===== src/rtl/acc_spi_responder.sv =====
// SPI mode-3 responder emulating an ADXL345-style register subset (DEVID, POWER_CTL, DATAX0..DATAZ1).
// SPI pins are oversampled on clk; the data registers are snapshotted at chip-select assertion.
module acc_spi_responder #(
  parameter int         SYNC_STAGES = 2,
  parameter logic [7:0] DEVID       = 8'hE5
) (
  input  logic        clk,
  input  logic        reset,
  input  logic        ncs,
  input  logic        scl,
  input  logic        sda,
  input  logic [15:0] x_in,
  input  logic [15:0] y_in,
  input  logic [15:0] z_in,
  output logic        sdo,
  output logic [7:0]  power_ctl,
  output logic        measure,
  output logic        wr_strobe,
  output logic [5:0]  wr_addr,
  output logic [7:0]  wr_data,
  output logic        busy
);
  typedef enum logic [1:0] {IDLE, CMD, DATA} state_t;
  state_t state, state_nxt;

  logic [SYNC_STAGES-1:0] ncs_sync, scl_sync, sda_sync;
  logic ncs_s, scl_s, sda_s, ncs_prev, scl_prev;
  logic ncs_fall, scl_rise, scl_fall, byte_done;

  logic [6:0]  rx_sr;
  logic [7:0]  rx_byte, tx_sr, rd_data;
  logic [2:0]  bit_cnt;
  logic        rw, mb;
  logic [5:0]  addr, addr_step, rd_sel;
  logic [15:0] x_sh, y_sh, z_sh;

  // ncs chain resets low so a select held across reset release never looks like a fall
  always_ff @(posedge clk) begin
    if (reset) begin
      ncs_sync <= '0;
      scl_sync <= '1;
      sda_sync <= '0;
      ncs_prev <= 1'b0;
      scl_prev <= 1'b1;
    end else begin
      ncs_sync <= {ncs_sync[SYNC_STAGES-2:0], ncs};
      scl_sync <= {scl_sync[SYNC_STAGES-2:0], scl};
      sda_sync <= {sda_sync[SYNC_STAGES-2:0], sda};
      ncs_prev <= ncs_s;
      scl_prev <= scl_s;
    end
  end

  assign ncs_s     = ncs_sync[SYNC_STAGES-1];
  assign scl_s     = scl_sync[SYNC_STAGES-1];
  assign sda_s     = sda_sync[SYNC_STAGES-1];
  assign ncs_fall  = ncs_prev & ~ncs_s;
  assign scl_rise  = ~scl_prev & scl_s & ~ncs_s;
  assign scl_fall  = scl_prev & ~scl_s & ~ncs_s;
  assign byte_done = scl_rise && (bit_cnt == 3'd7);

  assign rx_byte   = {rx_sr, sda_s};
  assign addr_step = mb ? addr + 6'd1 : addr;
  // Command byte looks up its own address; data bytes look up the stepped address
  assign rd_sel    = (state == CMD) ? rx_byte[5:0] : addr_step;

  always_comb begin
    rd_data = 8'h00;
    case (rd_sel)
      6'h00:   rd_data = DEVID;
      6'h2D:   rd_data = power_ctl;
      6'h32:   rd_data = x_sh[7:0];
      6'h33:   rd_data = x_sh[15:8];
      6'h34:   rd_data = y_sh[7:0];
      6'h35:   rd_data = y_sh[15:8];
      6'h36:   rd_data = z_sh[7:0];
      6'h37:   rd_data = z_sh[15:8];
      default: rd_data = 8'h00;
    endcase
  end

  always_ff @(posedge clk) begin
    if (reset) state <= IDLE;
    else       state <= state_nxt;
  end

  always_comb begin
    state_nxt = state;
    case (state)
      IDLE:    if (ncs_fall) state_nxt = CMD;
      CMD:     if (ncs_s) state_nxt = IDLE; else if (byte_done) state_nxt = DATA;
      DATA:    if (ncs_s) state_nxt = IDLE;
      default: state_nxt = IDLE;
    endcase
  end

  always_ff @(posedge clk) begin
    if (reset) begin
      sdo       <= 1'b0;
      power_ctl <= 8'h00;
      wr_strobe <= 1'b0;
      wr_addr   <= 6'h00;
      wr_data   <= 8'h00;
      rx_sr     <= '0;
      tx_sr     <= 8'h00;
      bit_cnt   <= 3'd0;
      rw        <= 1'b0;
      mb        <= 1'b0;
      addr      <= 6'h00;
      x_sh      <= 16'h0;
      y_sh      <= 16'h0;
      z_sh      <= 16'h0;
    end else begin
      wr_strobe <= 1'b0;
      if (state == IDLE) begin
        if (ncs_fall) begin
          x_sh    <= x_in;
          y_sh    <= y_in;
          z_sh    <= z_in;
          bit_cnt <= 3'd0;
          sdo     <= 1'b0;
        end
      end else if (ncs_s) begin
        sdo <= 1'b0;
      end else begin
        if (scl_rise) begin
          rx_sr   <= rx_byte[6:0];
          bit_cnt <= bit_cnt + 3'd1;
        end
        if (byte_done) begin
          if (state == CMD) begin
            rw   <= rx_byte[7];
            mb   <= rx_byte[6];
            addr <= rx_byte[5:0];
            if (rx_byte[7]) tx_sr <= rd_data;
          end else begin
            if (!rw) begin
              wr_strobe <= 1'b1;
              wr_addr   <= addr;
              wr_data   <= rx_byte;
              if (addr == 6'h2D) power_ctl <= rx_byte;
            end else begin
              tx_sr <= rd_data;
            end
            addr <= addr_step;
          end
        end
        if (scl_fall && state == DATA && rw) begin
          sdo   <= tx_sr[7];
          tx_sr <= {tx_sr[6:0], 1'b0};
        end
      end
    end
  end

  assign measure = power_ctl[3];
  assign busy    = (state != IDLE);
endmodule


===== config.mk =====
export PLATFORM = sky130hd
export DESIGN_NAME = acc_spi_responder
export DESIGN_NICKNAME = d
export VERILOG_FILES = /design/src/rtl/acc_spi_responder.sv
export SDC_FILE = /design/constraint.sdc
export NUM_CORES = 1
export LEC_CHECK = 0
export CAP_MARGIN = 5
export CORE_MARGIN = 1
export CORE_UTILIZATION = 53
export CTS_CLUSTER_SIZE = 14
export DETAILED_ROUTE_END_ITERATION = 7
export GPL_TIMING_DRIVEN = 0
export PLACE_DENSITY_LB_ADDON = 0.08
export SYNTH_ARGS = -nofsm -noshare
export SYNTH_HDL_FRONTEND = slang
export SYNTH_SLANG_ARGS = --single-unit

===== constraint.sdc =====
create_clock -name clk -period 3.43 [get_ports clk]
set_input_delay 1.029 -clock clk [delete_from_list [all_inputs] [get_ports clk]]
set_output_delay 1.029 -clock clk [all_outputs]
set_load 0.02 [all_outputs]

Word level (Yosys, flattened, before mapping)
Cells that the tools add are included.
- output and inout bits: 26
- input port bits: 53
- register bits: 108
- logic and storage cells: 93
- bitwise logic cells: 12
- reduce and logical (&&, ||, !) cells: 21
- equality and inequality tests: 16
- add/subtract/negate cells: 2
- multiplexer cells: 22
- operators by type and width (kind ; number):
    $pmux 8 s8 ; 1
    $eq 6x6->1 const B ; 8
    $mux 8 ; 5
    $mux 3 ; 4
    $mux 6 ; 2
    $reduce_and 3->1 ; 4
    $reduce_and 5->1 ; 2
    $mux 2 ; 4
    $not 1->1 ; 7
    $add 6x1->6 const B ; 1
    $logic_not 6->1 ; 1
    $pmux 2 s3 ; 1
    $reduce_and 6->1 ; 1
    $reduce_bool 2->1 ; 3
    $reduce_bool 3->1 ; 2
    $and 1x1->1 ; 5
    $mux 1 ; 5
    $reduce_or 5->1 ; 1
    $ne 2x2->1 const B ; 2
    $reduce_and 2->1 ; 2
    $reduce_and 4->1 ; 1
    $add 3x1->3 const B ; 1
    $eq 3x3->1 const B ; 1
    $logic_and 1x1->1 ; 3
    6 further kinds ; 6

Longest topological paths before layout
- word-level depth: 9
- depth in mapped cells: 10
- mapped depth without buffers: 9

Worst setup path before layout
OpenSTA, ideal clock, no wires.
- path kind: register -> register
- start: register addr[1]
- end: register tx_sr[1]
- clock period less this slack: 2.463 ns
- required time: 3.291 ns
- setup time: 0.139 ns
- arrival: 2.325 ns
- cell stages (with the launch flop): 11
- buffers on the path: 1
- slack: 0.967 ns
- cells stage by stage: dfxtp_1 inv_1 ha_1 and2_1 o31ai_4 buf_4 mux2_2 a22oi_1 a21oi_1 a2111oi_0 a221oi_1
- longest elaborated chain between the ends: 9
- elaborated cells between the ends (all ways): 17
- those cells by class: add/sub: 1; eq/ne: 7; mux: 8; reduce/logical: 1
- RTL lines (element ; RTL line ; source):
    start: declaration ; 34 ; logic [5:0] addr, addr_step, rd_sel;
    start signal: assignment ; 134 ; addr <= rx_byte[5:0];
    start signal: assignment ; 145 ; addr <= addr_step;
    $add 6x1->6 ; 63 ; assign addr_step = mb ? addr + 6'd1 : addr;
    $mux 6 (*) ; 63 ;
    $mux 6 (*) ; 65 ; assign rd_sel = (state == CMD) ? rx_byte[5:0] : addr_step;
    $eq 6x6->1 or $logic_not 6->1 (tied branches) ; 69 ; case (rd_sel)
    $pmux 8 s8 (*) ; 69 ;
    $mux 8, on equally long branches ; 137, 135 ;
    $mux 8 (*) ; 131 ; if (state == CMD) begin
    $mux 8 (*) ; 130 ; if (byte_done) begin
    $mux 8 (*) ; 148 ; if (scl_fall && state == DATA && rw) begin
    end signal: assignment ; 135 ; if (rx_byte[7]) tx_sr <= rd_data;
    end signal: assignment ; 143 ; tx_sr <= rd_data;
    end signal: assignment ; 150 ; tx_sr <= {tx_sr[6:0], 1'b0};
    end: declaration ; 31 ; logic [7:0] rx_byte, tx_sr, rd_data;
Every way passes the cells marked *; elsewhere a longest branch is shown, timed or not. The select of a mux whose other input is x is not followed.
A chain may end at the register's enable or synchronous reset.

Worst setup path after layout
Ends and elaborated chain as after synthesis.

==> metrics.txt <==
# TYPE chip_impl_metric gauge
chip_impl_metric{name="vias",unit=""} 4281
chip_impl_metric{name="final-hold-violation-count",unit=""} 0
chip_impl_info{name="layout_commonest_cell",value="nand2_1"} 1
chip_impl_metric{name="critical_path.max_fanout",unit=""} 10
chip_impl_metric{name="worst-r2r-cell-count",unit=""} 10
chip_impl_info{name="final_cell_mix",value="nand2_1 (124), dfxtp_1 (108), clkdlybuf4s50_1 (77)"} 1
chip_impl_info{name="cts-root-buf",value="clkbuf_8"} 1
chip_impl_metric{name="crit_arrival",unit="ns"} 3.19
chip_impl_metric{name="detail-route-antenna-nets",unit=""} 0
chip_impl_metric{name="dieArea",unit="µm²"} 9645
chip_impl_metric{name="cts_repair_resize_count",unit=""} 0
chip_impl_metric{name="route.detailed.vias_per_inst",unit=""} 5.655
chip_impl_metric{name="die_outline_height",unit="µm"} 98.21
chip_impl_metric{name="yosys-mux-area-fraction",unit="%"} 11.43
chip_impl_info{name="worst_r2r_start",value="addr[1]"} 1
chip_impl_metric{name="ctsHoldBuffers",unit=""} 0
chip_impl_info{name="min_delay_startpoint",value="scl_sync[0]"} 1
chip_impl_metric{name="peakVddDrop",unit="V"} 0.0002244
chip_impl_info{name="yosys_most_used_dff",value="dfxtp_1"} 1
chip_impl_info{name="startpoint_type",value="flop"} 1
chip_impl_metric{name="synth_simple_gate_area_share",unit="%"} 21.50
chip_impl_metric{name="via_count_of_the_first_global_routing_pass",unit=""} 4043
chip_impl_metric{name="port-buffer-count",unit=""} 77
chip_impl_info{name="critPathKind",value="flop to flop"} 1
chip_impl_metric{name="syn-mean-instance-area",unit="µm²"} 8.824
chip_impl_info{name="hold_path_class",value="flop to flop"} 1
chip_impl_metric{name="placed_instances",unit=""} 741
chip_impl_metric{name="synth_sequential_area_ratio",unit="%"} 44.07
chip_impl_info{name="status",value="complete, but fails checks"} 1
chip_impl_metric{name="yosysWarnings",unit=""} 0
chip_impl_metric{name="finalCritPeriodShare",unit="%"} 86.02
chip_impl_info{name="holdPathEnd",value="scl_sync[1]"} 1
chip_impl_info{name="violated_checks",value="design-rule violations"} 1
chip_impl_metric{name="routabilityCongestion",unit=""} 0.9038
chip_impl_metric{name="antenna_violations_before_repair",unit=""} 0
chip_impl_metric{name="fin_cells",unit=""} 757
chip_impl_metric{name="hold_depth",unit=""} 1
chip_impl_metric{name="yosys.area_share.xor_xnor",unit="%"} 0.5356
chip_impl_metric{name="clock_tree.buffer_depth",unit=""} 2
chip_impl_metric{name="routedWlPerCell",unit="µm"} 16.20
chip_impl_metric{name="fp.dieW",unit="µm"} 98.21
chip_impl_metric{name="slew-limit-headroom",unit="%"} 43.41
chip_impl_metric{name="final.min_clock_period",unit="ns"} 2.951
chip_impl_metric{name="grt_overflow",unit=""} 0
chip_impl_metric{name="clock_sinks",unit=""} 108
chip_impl_info{name="endpoint_kind",value="flop"} 1
chip_impl_metric{name="register_bit_total_from_synthesis",unit=""} 108
chip_impl_metric{name="synth_compound_area_share",unit="%"} 16.53
chip_impl_metric{name="clkSlewWorstSetupHoldPaths",unit="ns"} 0.11
chip_impl_metric{name="clock_latency_on_the_worst_skew_pair",unit="ns"} 0.38
chip_impl_metric{name="routed_wirelength",unit="µm"} 12260
chip_impl_metric{name="static-leakage-power",unit="nW"} 2.258
chip_impl_metric{name="grt_pass1_wl",unit="µm"} 19510
chip_impl_metric{name="totalNegativeSetupSlack",unit="ns"} 0
chip_impl_metric{name="yosys.area_share.adder",unit="%"} 1.020
chip_impl_metric{name="syn-num-nets",unit=""} 613
chip_impl_metric{name="clock_skew",unit="ns"} 0.01297
chip_impl_metric{name="core_area",unit="µm²"} 8848
chip_impl_metric{name="synth-async-reset-ratio",unit="%"} 0
chip_impl_metric{name="timing.fmax",unit="MHz"} 338.9
chip_impl_metric{name="dr_drc_count",unit=""} 2
chip_impl_metric{name="grt_start_max_net_pins",unit=""} 20
chip_impl_metric{name="syn-cell-area",unit="µm²"} 4906
chip_impl_metric{name="finalSetupViolations",unit=""} 0
chip_impl_metric{name="layout.filler_cells",unit=""} 766
chip_impl_metric{name="postSynthCellCount",unit=""} 556
chip_impl_metric{name="worstMarginPinSlew",unit="ns"} 0.8466
chip_impl_metric{name="drt-initial-drc-count",unit=""} 214
chip_impl_metric{name="final_layout_size_suffix_gt1_share",unit="%"} 9.245
chip_impl_metric{name="postCtsSetupRepairBufs",unit=""} 0
chip_impl_metric{name="total_i_o_pin_count",unit=""} 79
chip_impl_metric{name="count_of_flip_flops_with_a_built_in_enable_after_synthesis",unit=""} 0
chip_impl_metric{name="design.final.nets",unit=""} 701
chip_impl_metric{name="tritonroute_pass_1_iters",unit=""} 8
chip_impl_metric{name="timing.final.ws_setup",unit="ns"} 0.4795
chip_impl_metric{name="rows",unit=""} 34
chip_impl_metric{name="insertedDiodeCount",unit=""} 0
chip_impl_metric{name="global_route.usage.total",unit="%"} 25.77
chip_impl_metric{name="cp.required",unit="ns"} 3.67
chip_impl_metric{name="area_delta_synth_final",unit="%"} 22.16
chip_impl_info{name="tritoncts",value="done"} 1
chip_impl_metric{name="dp_hpwl",unit="µm"} 9137
chip_impl_metric{name="maxCapViolCount",unit=""} 0
chip_impl_metric{name="report.final.slew_viol_count",unit=""} 0
chip_impl_info{name="rsz0062_at_grt",value="false"} 1
chip_impl_metric{name="power_per_cell_area",unit="nW/µm²"} 361.3
chip_impl_metric{name="h-tree-depth",unit=""} 3
chip_impl_metric{name="placement.setup.worst_slack",unit="ns"} 0.5584
chip_impl_info{name="r2r_end",value="tx_sr[1]"} 1
chip_impl_info{name="synth_top_family_by_area",value="simple AND/OR/NAND/NOR gates"} 1
chip_impl_metric{name="yosys.cell_types.count",unit=""} 64
chip_impl_metric{name="cts-buffers-inserted",unit=""} 9
chip_impl_metric{name="timing.reg2reg.setup_slack",unit="ns"} 0.48
chip_impl_metric{name="starting_density",unit="%"} 55.44
## through the flow
stage	power (mW)	hold WS [ns]	util, %	cell area [µm²]
after floorplan	1.371	0.3895	-	4906
after global placement	1.455	0.3990	65.68	5812
after detailed placement	1.457	0.4035	65.68	5812
after CTS	2.178	0.4347	67.73	5993
after global routing	2.235	0.4686	67.73	5993
final	2.166	0.4279	67.73	5993
## cell families after synthesis
| logic type | count (synthesis) |
|---|---|
| multiplexers | 49 |
| AO/OA/AOI/OAI | 115 |
| AND/OR/NAND/NOR | 232 |
| XOR/XNOR | 3 |
| flip-flops | 108 |
| adder cells (fa/ha/maj) | 4 |
| buffers and inverters | 45 |
## worst max-delay path, stage by stage (launching register included)
cell and delay, ns:
dfxtp_1 0.45, inv_1 0.12, ha_1 0.28, and2_1 0.19, o31ai_4 0.30, buf_4 0.24
mux2_2 0.35, a22oi_1 0.16, a21oi_1 0.14, a2111oi_0 0.43, a221oi_1 0.16
## layer usage
metal	global-route usage, %	part of all wire, %	up-vias
met2	41.33	47	120
met5	0	0	-
met4	9.644	2.0	0
met1	35.05	47	2048
li1	-	-	2093
met3	4.152	4.4	20
## cell usage after synthesis (all sizes together), types with 5 or more instances
library cell,n,area (µm²)
nand3,6,30.03
nand3b,6,45.04
nor3,5,25.02
clkbuf,25,97.60
nand2,126,488.0
nor2,57,221.5
a21oi,69,349.1
buf,16,128.9
a2111oi,8,111.4
mux2i,41,410.4
o21ai,10,53.80
dfxtp,108,2162
nor2b,7,51.30
## worst max path at each step
stage / from / to / slack [ns] / cells after the start
after CTS: addr[1] / tx_sr[1] / 0.49 / 10
after floorplan: addr[1] / tx_sr[1] / 0.97 / 10
after global placement: addr[1] / tx_sr[1] / 0.59 / 10
after detailed placement: addr[1] / tx_sr[1] / 0.56 / 10
after global routing: addr[1] / tx_sr[1] / 0.31 / 10
final: addr[1] / tx_sr[1] / 0.48 / 10
## power by group
| group | switching [mW] | internal [mW] | leakage [nW] | total [mW] |
|---|---|---|---|---|
| Combinational | 0.0726 | 0.0789 | 1.29 | 0.151 |
| Clock | 0.460 | 0.276 | 0.0934 | 0.736 |
| Sequential | 0.00927 | 1.27 | 0.873 | 1.28 |
| Total | 0.542 | 1.62 | 2.26 | 2.17 |
## cell type report
type	count	area, µm²	share of cell area, %
inverter	4	15.01	0.2505
clock inverter	7	57.56	0.9603
sequential	108	2162	36.08
timing repair buffer	77	770.7	12.86
tap	108	135.1	2.255
multi-input combinational	403	2502	41.75
clock buffer	9	123.9	2.067
buffer	41	226.5	3.779
## registers in the layout, summed over array words and instances (netlist names), 2 cells and up
signal     cells
x_sh          16
y_sh          16
z_sh          16
power_ctl      8
tx_sr          8
wr_data        8
rx_sr          7
addr           6
wr_addr        6
bit_cnt        3
ncs_sync       2
scl_sync       2
sda_sync       2
state          2
Power figures use the tool's default switching activity.
==> RTL change 1, RTL diff (same flow settings) <==
Reset style: asynchronous (`reset`), changed in 3 clocked blocks.
--- a/src/rtl/acc_spi_responder.sv
+++ b/src/rtl/acc_spi_responder.sv
@@ -37,3 +37,3 @@
   // ncs chain resets low so a select held across reset release never looks like a fall
-  always_ff @(posedge clk) begin
+  always_ff @(posedge clk or posedge reset) begin
     if (reset) begin
@@ -81,3 +81,3 @@
 
-  always_ff @(posedge clk) begin
+  always_ff @(posedge clk or posedge reset) begin
     if (reset) state <= IDLE;
@@ -96,3 +96,3 @@
 
-  always_ff @(posedge clk) begin
+  always_ff @(posedge clk or posedge reset) begin
     if (reset) begin
Function: differs if reset is asserted again (counterexample within 10 cycles, from zero or initial values and one cycle with reset high); with reset held inactive, the same outputs for 10 cycles.
==> RTL change 1 against the original RTL <==
- via count decreased by 12%
- critical path depth fell by 6
- design area increased by 5.0%
- register-to-register slack better by 0.14 ns
- worst setup slack better by 0.053 ns
- sequential cell count unchanged
- wire length shrank 3.5%
- synthesized area up 4.0%
- critical path type is now flip-flop to primary output
- largest cell class is now sequential cells
Power is not compared: it rests on default switching activity, and its combinational part moved more than twofold at a synthesized area within 25%.
==> RTL change 1: results (changes against the original RTL) <==
.. list-table::
   :header-rows: 1

   * - Metric
     - Value
   * - Result of the run
     - completed
   * - I/O Buffers
     - 78 (+1.3%)
   * - Worst setup startpoint
     - state[1]
   * - Adder-cell share of the synthesized area
     - 0.981% (-0.039 points)
   * - Final clock skew
     - 0.00890 ns (-0.00407 ns)
   * - Mapped Nets
     - 466 (-24%)
   * - Crit path DAT
     - 1.87 ns (-1.32 ns)
   * - Clk pin slew, worst setup/hold paths
     - 0.09 ns (-0.02 ns)
   * - Worst slew margin relative to its limit
     - 36.1% (-7.3 points)
   * - Final weighted congestion in routability-driven placement
     - 0.876 (-3.1%)
   * - Critical register-to-register path endpoint
     - tx_sr[0]
   * - Internal reg-to-reg setup slack
     - 0.62 ns (+0.14 ns)
   * - Wire length of the first global-routing pass
     - 19300 um (-1.3%)
   * - Reg-to-reg startpoint
     - addr[0]
   * - Post-detail-place hpwl
     - 8800 um (-3.7%)
   * - Max stage delay on crit path
     - 0.56 ns (+0.11 ns)
   * - Worst-path cell with the longest stage delay
     - sky130_fd_sc_hd__clkdlybuf4s50_1
   * - Clock latency of the later-clocked register in the worst-skew pair
     - 0.36 ns (-0.02 ns)
   * - Vias in the first global route
     - 3800 (-6.0%)
   * - Fraction of synthesized area in multiplexers
     - 18.1% (+6.6 points)
   * - Main area contributors after synthesis
     - sky130_fd_sc_hd__dfrtp_1 (52%), sky130_fd_sc_hd__mux2_2 (18%), sky130_fd_sc_hd__o211ai_1 (2.1%)
   * - Leading post-synthesis cells by instance count
     - sky130_fd_sc_hd__dfrtp_1 (105), sky130_fd_sc_hd__mux2_2 (80), sky130_fd_sc_hd__nand2_1 (21)
   * - Number of distinct library cell variants in the gate-level netlist after synthesis
     - 59 (-7.8%)
   * - Layout cells sized above 1
     - 25.2% (+16 points)
   * - Drt wl/cell
     - 18.7 um (+15%)
   * - Synth Area in Compound Gates
     - 13.3% (-3.2 points)
   * - Antenna violations before repair
     - 0 (unchanged)
   * - Async set-reset flop share out of synthesis
     - 100% (+100 points)
   * - Critical path capture point
     - busy
   * - Number of cell instances on the worst register-to-register path
     - 7 (-3)
   * - Count of TritonRoute iterations in the first routing pass
     - 4 (-4)
   * - Peak ir drop on the vdd network
     - 0.000247 V
   * - Maximum number of pins on one net before global-route repair
     - 40 (+100%)
   * - Final layout net count
     - 557 (-21%)
   * - Worst hold start
     - ncs_sync[0]
   * - Final critical delay including setup and external delays
     - 2.90 ns (-0.0529 ns)
   * - Synth Flop Type
     - sky130_fd_sc_hd__dfrtp_1
   * - Iter 0 DRT Violations
     - 165 (-23%)
   * - Via-per-instance ratio
     - 5.92 (+4.6%)
   * - Overall fraction of global-route tracks in use
     - 25.2% (-0.58 points)
   * - Parity-gate share of the synthesized area counting xor and xnor cells
     - 0.858% (+0.32 points)
   * - Sequential fraction of the synthesis area
     - 53.1% (+9.0 points)
[RTL change 1: worst min-delay path by stage]
stage / endpoint / slack [ns] / depth (start not counted)
floorplan: ncs_sync[1] / 0.33 / 0
global placement: sda_sync[1] / 0.33 / 0
detailed placement: ncs_sync[1] / 0.34 / 0
CTS: ncs_sync[1] / 0.36 / 0
global route: scl_sync[1] / 0.37 / 0
finish: ncs_sync[1] / 0.36 / 0
[RTL change 1: power by group]
group / leakage, nW / internal, mW / switching, mW
Sequential: 1.38 / 1.42 / 0.0988
Combinational: 1.18 / 0.272 / 0.245
Clock: 0.0956 / 0.408 / 0.412
[RTL change 1: layout make-up]
type	instances	area (um2)
Sequential cell	108	2710
Fill cell	759	2990
Inverter	5	22.5
Tap cell	129	161
Timing Repair Buffer	80	821
Clock inverter	4	75.1
Multi-Input combinational cell	273	2260
Clock buffer	11	131
Buffer	23	118
[RTL change 1: stage by stage]
stage | cells | cell area (um2) | hold slack [ns]
detailed placement | 618 | 6090 | 0.339
finish | 633 | 6290 | 0.357
global route | 633 | 6290 | 0.369
CTS | 633 | 6290 | 0.361
global placement | 616 | 6050 | 0.334
floorplan | 409 | 5100 | 0.331
[RTL change 1: routing by layer]
layer / up-vias / GRT usage (%) / wire [um]
li1: 1725 / - / -
met4: 0 / 6.35 / 158
met1: 1922 / 33.8 / 5380
met2: 87 / 42.0 / 5830
met5: - / 0 / 0
met3: 12 / 5.43 / 469
[RTL change 1: logic make-up (layout without fill, tap and decap cells)]
family                     Yosys count  count (layout)
muxes                               82              82
buffers and inverters               28             123
and+or+nand+nor                     92              92
AOI/OAI and AO/OA                   90              90
DFF                                108             108
adders and majority gates            4               4
xor gates and xnor gates             5               5
[RTL change 1: critical path: cells and delay by family, from the launching register on]
family	cells	cell delay (ns)
simple gates	1	0.24
flops	1	0.38
buf+inv	3	0.89
==> RTL change 2, RTL diff (config.mk and constraints unchanged) <==
Without the edit above. Set the parameter `SYNC_STAGES` to 4 (it was 2).
--- a/src/rtl/acc_spi_responder.sv
+++ b/src/rtl/acc_spi_responder.sv
@@ -3,3 +3,3 @@
 module acc_spi_responder #(
-  parameter int         SYNC_STAGES = 2,
+  parameter int         SYNC_STAGES = 4,
   parameter logic [7:0] DEVID       = 8'hE5
Function: changed (Yosys sat finds a counterexample within 10 cycles, from zero or initial values and one cycle with reset high).
==> RTL change 2 against the original RTL <==
- wire length up 17%
- worst setup slack better by 0.041 ns
- total power up 48%
- design area up 11%
- sequential power up 5%
- core utilization up 3.8 points
- non-clock buffer count up 6
- register-to-register slack better by 0.06 ns
- sequential cell count up 6
- synthesized area up 4.8%
==> RTL change 2: results (changes against the original RTL) <==
.. list-table::
   :header-rows: 1

   * - Metric
     - Value
   * - Sequential fraction of the synthesis area
     - 44.4% (+0.33 points)
   * - Result of the run
     - completed
   * - Crit path DAT
     - 1.88 ns (-1.31 ns)
   * - Final clock skew
     - 0.00900 ns (-0.00397 ns)
   * - Fraction of synthesized area in multiplexers
     - 6.28% (-5.1 points)
   * - Adder-cell share of the synthesized area
     - 0.974% (-0.046 points)
   * - Worst-path maximum fanout
     - 8 (-2)
   * - Critical path class
     - flip-flop to primary output
   * - Cell type group with the largest total delay on the critical path
     - buffers and inverters
   * - Number of H-tree levels
     - 4 (+1)
   * - Count of TritonRoute iterations in the first routing pass
     - 5 (-3)
   * - I/O Buffers
     - 78 (+1.3%)
   * - Final critical delay including setup and external delays
     - 2.91 ns (-0.0406 ns)
   * - Critical register-to-register path endpoint
     - tx_sr[0]
   * - Via-per-instance ratio
     - 5.64 (-0.30%)
   * - Iter 0 DRT Violations
     - 362 (+69%)
   * - Layout cells sized above 1
     - 10.5% (+1.2 points)
   * - Peak ir drop on the vdd network
     - 0.000449 V (+100%)
   * - Overall fraction of global-route tracks in use
     - 30.0% (+4.3 points)
   * - Critical path capture point
     - busy
   * - Leading post-synthesis cells by instance count
     - sky130_fd_sc_hd__nand2_1 (135), sky130_fd_sc_hd__dfxtp_1 (114), sky130_fd_sc_hd__a21oi_1 (78), sky130_fd_sc_hd__nor2_1 (50), sky130_fd_sc_hd__clkbuf_1 (31)
   * - Final weighted congestion in routability-driven placement
     - 0.878 (-2.9%)
   * - Worst setup startpoint
     - state[1]
   * - Final layout net count
     - 761 (+8.6%)
   * - Standby leakage power
     - 2.37 nW (+4.7%)
   * - Number of buffers created by CTS
     - 17 (+8)
   * - Reg-to-reg startpoint
     - addr[1]
   * - Number of distinct library cell variants in the gate-level netlist after synthesis
     - 79 (+23%)
   * - Area post-placement
     - 0.00608 mm2 (+4.7%)
   * - Worst-path cell with the longest stage delay
     - sky130_fd_sc_hd__clkdlybuf4s50_1
   * - Main area contributors after synthesis
     - sky130_fd_sc_hd__dfxtp_1 (44%), sky130_fd_sc_hd__nand2_1 (9.9%), sky130_fd_sc_hd__a21oi_1 (7.6%)
   * - Vias in the first global route
     - 4608 (+14%)
   * - Internal reg-to-reg setup slack
     - 0.54 ns (+0.06 ns)
   * - Parity-gate share of the synthesized area counting xor and xnor cells
     - 0.828% (+0.29 points)
   * - Clock latency of the later-clocked register in the worst-skew pair
     - 0.52 ns (+0.14 ns)
   * - Wire length of the first global-routing pass
     - 23000 um (+18%)
   * - Fill cell instance count of the final layout
     - 800 (+4.4%)
   * - Post-detail-place hpwl
     - 10600 um (+16%)
   * - Power Internal
     - 2.46 mW (+51%)
   * - Synth Area in Compound Gates
     - 18.9% (+2.3 points)
   * - Mapped Nets
     - 664 (+8.3%)
   * - Maximum number of pins on one net before global-route repair
     - 17 (-15%)
RTL change 2: cell count changes in the layout (fill, tap and decap cells not counted), moves of 6 or more:
cell / change
sky130_fd_sc_hd__mux2i_1: -17
sky130_fd_sc_hd__a21oi_1: +10
sky130_fd_sc_hd__nand2_1: +11
sky130_fd_sc_hd__nand3_1: +6
sky130_fd_sc_hd__clkbuf_1: +7
sky130_fd_sc_hd__clkbuf_16: +16
sky130_fd_sc_hd__dfxtp_1: +6
sky130_fd_sc_hd__clkbuf_8: -8
sky130_fd_sc_hd__a22oi_1: +8
RTL change 2: per-layer routing:
metal	vias to the layer above	global-route usage [%]	routed length [um]
li1	2313	-	-
met1	2273	39.9	6440
met2	153	48.1	6670
met3	31	6.31	889
met4	0	11.3	340
met5	-	0	0
RTL change 2: cell type report:
class	instances	area (um2)	area share, %
sequential	114	2280	34.2
clock inverter	15	173	2.59
multi-input combinational	443	2630	39.5
timing repair buffer	78	781	11.7
clock buffer	17	414	6.21
inverter	4	15.0	0.225
buffer	46	211	3.17
tap	129	161	2.42
RTL change 2: power by group through the flow:
stage,combinational [mW],sequential (mW),clock [mW]
after floorplan,0.0402,1.37,0
after global placement,0.115,1.37,0
after CTS,0.117,1.34,1.76
after global routing,0.126,1.34,1.83
final,0.117,1.34,1.76
after detailed placement,0.116,1.37,0
RTL change 2: stage by stage:
step	util (%)	setup slack (ns)	power, mW	cells	hold slack [ns]
after detailed placement	65.2	0.563	1.48	814	0.407
final	71.5	0.520	3.21	846	0.418
after floorplan	-	1.11	1.41	607	0.389
after global placement	65.2	0.576	1.48	814	0.394
after CTS	71.5	0.555	3.22	846	0.421
after global routing	71.5	0.391	3.29	846	0.436
